==> src/rtl/crumb_div_seq.sv <==
// crumb_div_seq: sequential restoring divider for the Vedic divider path.
// Dividend is crumb-encoded on accept and consumed one crumb per cycle.
module crumb_div_seq #(
    parameter int WIDTH = 8
) (
    input  logic                 clk,
    input  logic                 rst,
    input  logic                 in_valid,
    output logic                 in_ready,
    input  logic [WIDTH-1:0]     dividend,
    input  logic [WIDTH-1:0]     divisor,
    output logic                 out_valid,
    input  logic                 out_ready,
    output logic [WIDTH-1:0]     quotient,
    output logic [2*WIDTH-1:0]   quotient_crumb,
    output logic [WIDTH-1:0]     remainder,
    output logic                 div_by_zero,
    output logic                 busy
);

    localparam int CW = (WIDTH > 2) ? $clog2(WIDTH) : 1;

    typedef enum logic [1:0] {
        IDLE,
        ENCODE,
        ITER,
        DONE
    } state_e;

    state_e               state_q;
    logic [2*WIDTH-1:0]   crumb_q;
    logic [WIDTH-1:0]     div_q;
    logic [WIDTH-1:0]     rem_q;
    logic [WIDTH-1:0]     quo_q;
    logic [CW-1:0]        cnt_q;

    logic                 in_ready_q;
    logic                 out_valid_q;
    logic                 busy_q;
    logic                 dbz_q;
    logic [WIDTH-1:0]     quotient_q;
    logic [WIDTH-1:0]     remainder_q;
    logic [2*WIDTH-1:0]   qcrumb_q;

    logic                 d_bit;
    logic [WIDTH:0]       r_shift_d;
    logic                 ge_d;
    logic [WIDTH-1:0]     r_diff_d;
    logic [WIDTH-1:0]     rem_d;
    logic [WIDTH-1:0]     quo_d;
    logic [2*WIDTH-1:0]   crumb_d;
    logic                 odd_any;

    // Each bit becomes a crumb {0, bit}.
    function automatic logic [2*WIDTH-1:0] crumb_enc(input logic [WIDTH-1:0] b);
        logic [2*WIDTH-1:0] c;
        c = '0;
        for (int i = 0; i < WIDTH; i++) begin
            c[2*i] = b[i];
        end
        return c;
    endfunction

    // Low bit of each crumb carries the data; the high bit is ignored.
    function automatic logic [WIDTH-1:0] crumb_dec(input logic [2*WIDTH-1:0] c);
        logic [WIDTH-1:0] b;
        b = '0;
        for (int i = 0; i < WIDTH; i++) begin
            b[i] = c[2*i];
        end
        return b;
    endfunction

    // One restoring shift-subtract step on the top crumb.
    always_comb begin
        d_bit     = crumb_q[2*WIDTH-2];
        r_shift_d = {rem_q, d_bit};
        ge_d      = (r_shift_d >= {1'b0, div_q});
        // When ge_d holds the true difference is < divisor, so the low
        // WIDTH bits of the modular subtraction are exact.
        r_diff_d  = r_shift_d[WIDTH-1:0] - div_q;
        rem_d     = ge_d ? r_diff_d : r_shift_d[WIDTH-1:0];
        quo_d     = {quo_q[WIDTH-2:0], ge_d};
        crumb_d   = {crumb_q[2*WIDTH-3:0], 2'b00};
    end

    // Flag any crumb whose upper bit is set.
    always_comb begin
        odd_any = 1'b0;
        for (int i = 0; i < WIDTH; i++) begin
            odd_any = odd_any | crumb_q[2*i+1];
        end
    end

    a_legal_crumb: assert property (
        @(posedge clk) disable iff (rst) (state_q == ITER) |-> !odd_any
    );

    // Control FSM with registered handshake and result outputs.
    always_ff @(posedge clk) begin
        if (rst) begin
            state_q     <= IDLE;
            crumb_q     <= '0;
            div_q       <= '0;
            rem_q       <= '0;
            quo_q       <= '0;
            cnt_q       <= '0;
            in_ready_q  <= 1'b1;
            out_valid_q <= 1'b0;
            busy_q      <= 1'b0;
            dbz_q       <= 1'b0;
            quotient_q  <= '0;
            remainder_q <= '0;
            qcrumb_q    <= '0;
        end else begin
            unique case (state_q)
                IDLE: begin
                    if (in_valid) begin
                        crumb_q    <= crumb_enc(dividend);
                        div_q      <= divisor;
                        rem_q      <= '0;
                        quo_q      <= '0;
                        in_ready_q <= 1'b0;
                        busy_q     <= 1'b1;
                        state_q    <= ENCODE;
                    end
                end
                ENCODE: begin
                    if (div_q == '0) begin
                        dbz_q       <= 1'b1;
                        quotient_q  <= {WIDTH{1'b1}};
                        qcrumb_q    <= crumb_enc({WIDTH{1'b1}});
                        remainder_q <= crumb_dec(crumb_q);
                        busy_q      <= 1'b0;
                        out_valid_q <= 1'b1;
                        state_q     <= DONE;
                    end else begin
                        cnt_q   <= CW'(WIDTH - 1);
                        state_q <= ITER;
                    end
                end
                ITER: begin
                    rem_q   <= rem_d;
                    quo_q   <= quo_d;
                    crumb_q <= crumb_d;
                    cnt_q   <= cnt_q - 1'b1;
                    if (cnt_q == '0) begin
                        dbz_q       <= 1'b0;
                        quotient_q  <= quo_d;
                        qcrumb_q    <= crumb_enc(quo_d);
                        remainder_q <= rem_d;
                        busy_q      <= 1'b0;
                        out_valid_q <= 1'b1;
                        state_q     <= DONE;
                    end
                end
                DONE: begin
                    if (out_ready) begin
                        out_valid_q <= 1'b0;
                        in_ready_q  <= 1'b1;
                        state_q     <= IDLE;
                    end
                end
                default: begin
                    state_q <= IDLE;
                end
            endcase
        end
    end

    assign in_ready       = in_ready_q;
    assign out_valid      = out_valid_q;
    assign busy           = busy_q;
    assign div_by_zero    = dbz_q;
    assign quotient       = quotient_q;
    assign remainder      = remainder_q;
    assign quotient_crumb = qcrumb_q;

endmodule

==> config.mk <==
export PLATFORM = sky130hd
export DESIGN_NAME = crumb_div_seq
export DESIGN_NICKNAME = d
export VERILOG_FILES = /design/src/rtl/crumb_div_seq.sv
export SDC_FILE = /design/constraint.sdc
export NUM_CORES = 1
export LEC_CHECK = 0
export CAP_MARGIN = 20
export CORE_ASPECT_RATIO = 1.25
export CORE_MARGIN = 2
export CORE_UTILIZATION = 40
export CTS_CLUSTER_DIAMETER = 60
export CTS_CLUSTER_SIZE = 25
export DETAILED_ROUTE_END_ITERATION = 8
export GPL_TIMING_DRIVEN = 0
export RECOVER_POWER = 100
export SLEW_MARGIN = 15
export SYNTH_ARGS = -nofsm -noshare
export SYNTH_HDL_FRONTEND = slang
export SYNTH_SLANG_ARGS = --single-unit
==> constraint.sdc <==
create_clock -name clk -period 5.2 [get_ports clk]
set_input_delay 0.78 -clock clk [delete_from_list [all_inputs] [get_ports clk]]
set_output_delay 0.78 -clock clk [all_outputs]
set_load 0.01 [all_outputs]
; ---- After elaboration in Yosys (flattened, before gate mapping)
; Index checks and enable logic that the tools add are counted.
[totals]
in_bits = 20
output_inout_bits = 36
regBits = 79
[classes]
reduce_logical = 16
eq_ne = 8
mux = 34
addsub = 2
order_cmp = 1
[op_table]
columns = op, count
row1 = $mux W8, 6
row2 = $pmux W8 S2, 3
row3 = $mux W16, 2
row4 = $pmux W16 S2, 1
row5 = $pmux W15 S2, 1
row6 = $mux W15, 1
row7 = $pmux W7 S2, 1
row8 = $ne A2 B2 Y1 const B, 5
row9 = $ge A9 B8 Y1, 1
row10 = $mux W1, 9
row11 = $reduce_and A3 Y1, 3
row12 = $logic_not A8 Y1, 1
row13 = $pmux W2 S4, 1
row14 = $reduce_and A4 Y1, 2
row15 = $sub A8 B8 Y8, 1
row16 = $mux W2, 3
row17 = $pmux W1 S3, 2
row18 = $pmux W3 S2, 1
row19 = $reduce_and A2 Y1, 3
row20 = $reduce_bool A2 Y1, 3
row21 = $reduce_bool A3 Y1, 2
row22 = $eq A2 B2 Y1 const B, 2
row23 = $pmux W1 S2, 2
row24 = $logic_not A3 Y1, 1
row25 = other kinds (4), 4

; ---- Depth between registers and ports, before layout
[depth]
depth_word = 4
ltp_mapped = 10

; ---- Worst setup path before layout
; No wires, ideal clock.
[synth_timing]
path_kind = reg-to-reg
from = reg div_q[4]
to = reg rem_q[0]
slack_ns = 3.307
period_less_slack_ns = 1.893
arrival_time_ns = 1.776
t_required_ns = 5.083
path_stages_with_launch = 8
cell_sequence = dfxtp_1 -> inv_1 -> ha_1 -> a21o_1 -> a211oi_1 -> o21ai_2 -> mux2i_1 -> a22o_1
[synth_via]
elab_chain_cells = 3
[synth_lines]
columns = element, line_no
row1 = "start, declared", 32  ; logic [WIDTH-1:0] div_q;
row2 = "start signal, assigned", 120  ; div_q <= divisor;
row3 = $ge A9 B8 Y1, 78  ; ge_d = (r_shift_d >= {1'b0, div_q});
row4 = $mux W8, 82  ; rem_d = ge_d ? r_diff_d : r_shift_d[WIDTH-1:0];
row5 = $pmux W8 S2, 116  ; unique case (state_q)
row6 = "end signal, assigned", 143  ; rem_q <= rem_d;
row7 = "end, declared", 33  ; logic [WIDTH-1:0] rem_q;
; No other way between the ends.
; A chain may end at the register's enable or synchronous reset.

; ---- Worst setup path in the final report
[layout_timing]
from = reg div_q[7]
to = reg rem_q[2]
; Same word-level chain as after synthesis.

==> summary.md <==
| Metric | Value |
|---|---|
| Post-CTS setup buffer count | 0 |
| Worst slew margin | 16.17% |
| Gate Count Post-Synth | 336 |
| Most frequent cell after synthesis | dfxtp_1 |
| Worst EP arrival | 2.90 ns |
| Max rail drop VDD | 237.9 uV |
| Switch share | 42.18% |
| R2R setup slack | 2.50 ns |
| Gate power share | 55.8% |
| Die H | 99.14 um |
| Synth Flop Type | dfxtp_1 |
| # DRC | 0 |
| Number of distinct library cells after synthesis | 48 |
| Yosys warns | 0 |
| Remaining antenna violation count | 0 |
| Synth area leader | dfxtp_1 |
| Layout cell share with drive strength beyond 1 | 9.068% |
| Post-synth EDFFs | 0 |
| Sequential cell area | 1121 sq um |
| Power per cell area | 563.5 nW/um^2 |
| RSZ-0062 raised after global routing | no |
| Grt ovf | 0 |
| Post-DP HPWL | 5202 um |
| Post-route cell area | 3567 sq um |
| Pins Over Slew Limit | 0 |
| Largest net degree at the start of global routing | 19 |
| # clock sinks | 56 |
| Clock Path Buffers | 2 |
| Clock share of power | 12.2% |
| Hold Path Class | reg -> reg |
| Die W | 80.11 um |
| Nets | 432 |
| Mean Syn Cell Area | 8.621 sq um |
| Top cells by area, synth | dfxtp_1 39%, ha_1 6.5%, nor2_1 4.7%, mux2i_1 4.5%, buf_4 4.4% |
| FF+latch count, synth | 56 |
| Drt first pass iters | 4 |
| Synth top area share | 38.70% |
| Worst Hold End | rem_q[5] |
| Setup CP Type | reg -> reg |
| Die Area | 7942 sq um |
| Post-DR vias/cell | 5.053 |
| Sw Pwr | 0.8479 mW |
| GPL Wtd Cong | 0.8540 |
| R2R Path End | rem_q[2] |
| Register share of total power | 32.0% |
| Fin crit period | 2.704 ns |
| H-tree lvl count | 2 |
| Area grow syn2layout | 23.15% |
| Static leakage | 1.491 nW |
| Area of the multi-input gates | 1543 sq um |
| Layout Skew | 0.008217 ns |
| Max Clk Rate | 369.9 MHz |
| Post-synth top cells | 56 x dfxtp_1, 36 x nor2_1, 32 x nand2_1, 19 x o21ai_0, 17 x buf_4 |
| Status | completed |
| DRT iter0 DRCs | 100 |
| TNS Setup | 0 ns |
| First-pass GRT wire length | 10780 um |
| Final Hold Vio Count | 0 |
| R2r startpoint | div_q[7] |
| Vias in the first global route | 2220 |
| Register area share after synthesis | 38.70% |
| CP Capture Type | flip-flop |
| Worst path required time | 5.39 ns |
| Ant. Diodes | 0 |
| CTS tree | done |
| Initial antenna violation count | 0 |
| Total power | 2.010 mW |
| Num CTS Buffers | 5 |
| CTS root buf | clkbuf_8 |
| Placement-stage cell area | 3496 sq um |
| Via count | 2461 |
| Core region area | 6977 sq um |
| Min-Delay Path Depth | 2 |
| Max Cap Viol | 0 |
| # rows | 34 |
| Buffers on Ports | 46 |
| Int Pwr | 1.162 mW |
| I/O Pins | 56 |
| Detailed Route WL | 6632 um |
| Initial Utilization | 41.52% |
| Hold-fix buffers at CTS | 0 |
| Worst-path fanout max | 9 |
| Worst Max-Slew Pin Slew | 1.244 ns |
| Synth Cell Area | 2897 sq um |
| Async SR Flop Fraction | 0% |
| Clk slew on worst S/H paths | 0.10 ns |
| Avg WL per Cell | 13.62 um |
| Fill cells | 720 |
| Startpoint types | flip-flop |
| R2R depth | 8 |
| Final setup viols | 0 |
| Post-CTS sizing | 0 |
| Beginning of the worst hold path | rem_q[5] |
| Gr usage total | 17.29% |
| Tcrit/Tclk final | 51.99% |
| Clk Latency, worst-skew pair | 0.31 ns |
-- routing by layer --
| layer | wire length (um) | share of wire (%) | GRT usage [%] | up-vias |
|---|---|---|---|---|
| li1 | - | - | - | 1277 |
| met1 | 2931 | 44 | 21.78 | 1121 |
| met2 | 3301 | 50 | 30.06 | 51 |
| met3 | 237 | 3.6 | 2.178 | 12 |
| met4 | 162 | 2.4 | 6.128 | 0 |
| met5 | 0 | 0 | 0 | - |
-- cell type report --
type / instances / share of cell area [%]
Multi-Input combinational cell: 242 / 43.25
Sequential cell: 56 / 31.43
Timing Repair Buffer: 46 / 12.91
Buffer: 30 / 5.156
Tap cell: 90 / 3.157
Clock buffer: 5 / 1.929
Inverter: 15 / 1.578
Clock inverter: 3 / 0.5963
-- state kept, by name (all words and copies together) (netlist names) --
register / count
quo_q: 7
busy: 1
quotient_crumb: 8
rem_q: 8
div_q: 8
out_valid: 1
remainder: 8
cnt_q: 3
crumb_q: 8
state_q: 2
div_by_zero: 1
in_ready: 1
-- kinds of logic (layout without fill, tap and decap cells) --
group           Yosys count  count (layout)  share of synthesized area [%]
simple gates            115             115                          19.83
compound gates           86              86                          20.17
flops                    56              56                          38.70
buf+inv                  45              99                          8.293
fa+ha+maj                16              16                          7.171
mux                      13              13                          4.492
xor+xnor                  4               4                          1.210
other cells               1               8                         0.1295
-- critical path, stage by stage, from the launching register on --
cell,delay (ns)
dfxtp_1,0.38
inv_1,0.09
ha_1,0.34
and3_1,0.18
nand3_1,0.09
o21ai_0,0.97
o21ai_0,0.20
o21ai_0,0.20
o21ai_0,0.14
-- layout by cell type (no fill, tap or decap), types with 2 or more instances in the layout --
cell type,instances
mux2i_1,13
or2_2,2
clkbuf_1,12
dfxtp_1,56
buf_4,17
nand2_1,32
nand2b_1,7
and2_1,3
nor3_1,10
nor2b_1,3
o211a_1,2
a21o_1,2
a211oi_1,9
nor3b_1,10
o211ai_1,2
xnor2_1,2
ha_1,15
a21oi_1,15
clkbuf_8,5
a22o_1,2
nand2_2,2
inv_1,15
conb_1,8
o21a_1,7
nand3_1,2
a22oi_1,12
clkdlybuf4s50_1,18
nor2_1,36
and3_1,3
o31a_1,3
xor2_1,2
o21ai_0,21
a311oi_1,3
or4_4,2
dlygate4sd3_1,28
-- worst max-delay path by stage --
stage                   from     endpoint  slack (ns)  depth (start not counted)
floorplan           div_q[4]     rem_q[0]        3.31                          7
global placement    in_valid  crumb_q[12]        2.63                          6
detailed placement  in_valid  crumb_q[14]        2.57                          6
CTS                 in_valid  crumb_q[14]        2.90                          6
global route        div_q[7]     rem_q[2]        2.16                          8
finish              div_q[7]     rem_q[2]        2.50                          8
-- power groups by stage --
stage,clock (mW),combinational (mW),sequential (mW)
CTS,0.252,1.19,0.647
finish,0.245,1.12,0.644
global placement,0,1.17,0.654
detailed placement,0,1.18,0.658
floorplan,0,0.791,0.659
global route,0.267,1.26,0.662
-- stage by stage --
stage | instances | hold slack [ns] | setup slack, ns | util [%]
2_1_floorplan | 343 | 0.4264 | 3.307 | -
3_3_place_gp | 479 | 0.4494 | 2.631 | 50.11
3_5_place_dp | 479 | 0.4594 | 2.568 | 50.11
4_1_cts | 487 | 0.4737 | 2.904 | 51.40
5_1_grt | 487 | 0.4996 | 2.157 | 51.13
6_report | 487 | 0.4658 | 2.497 | 51.13
No activity file was read; power rests on OpenSTA's default activity.
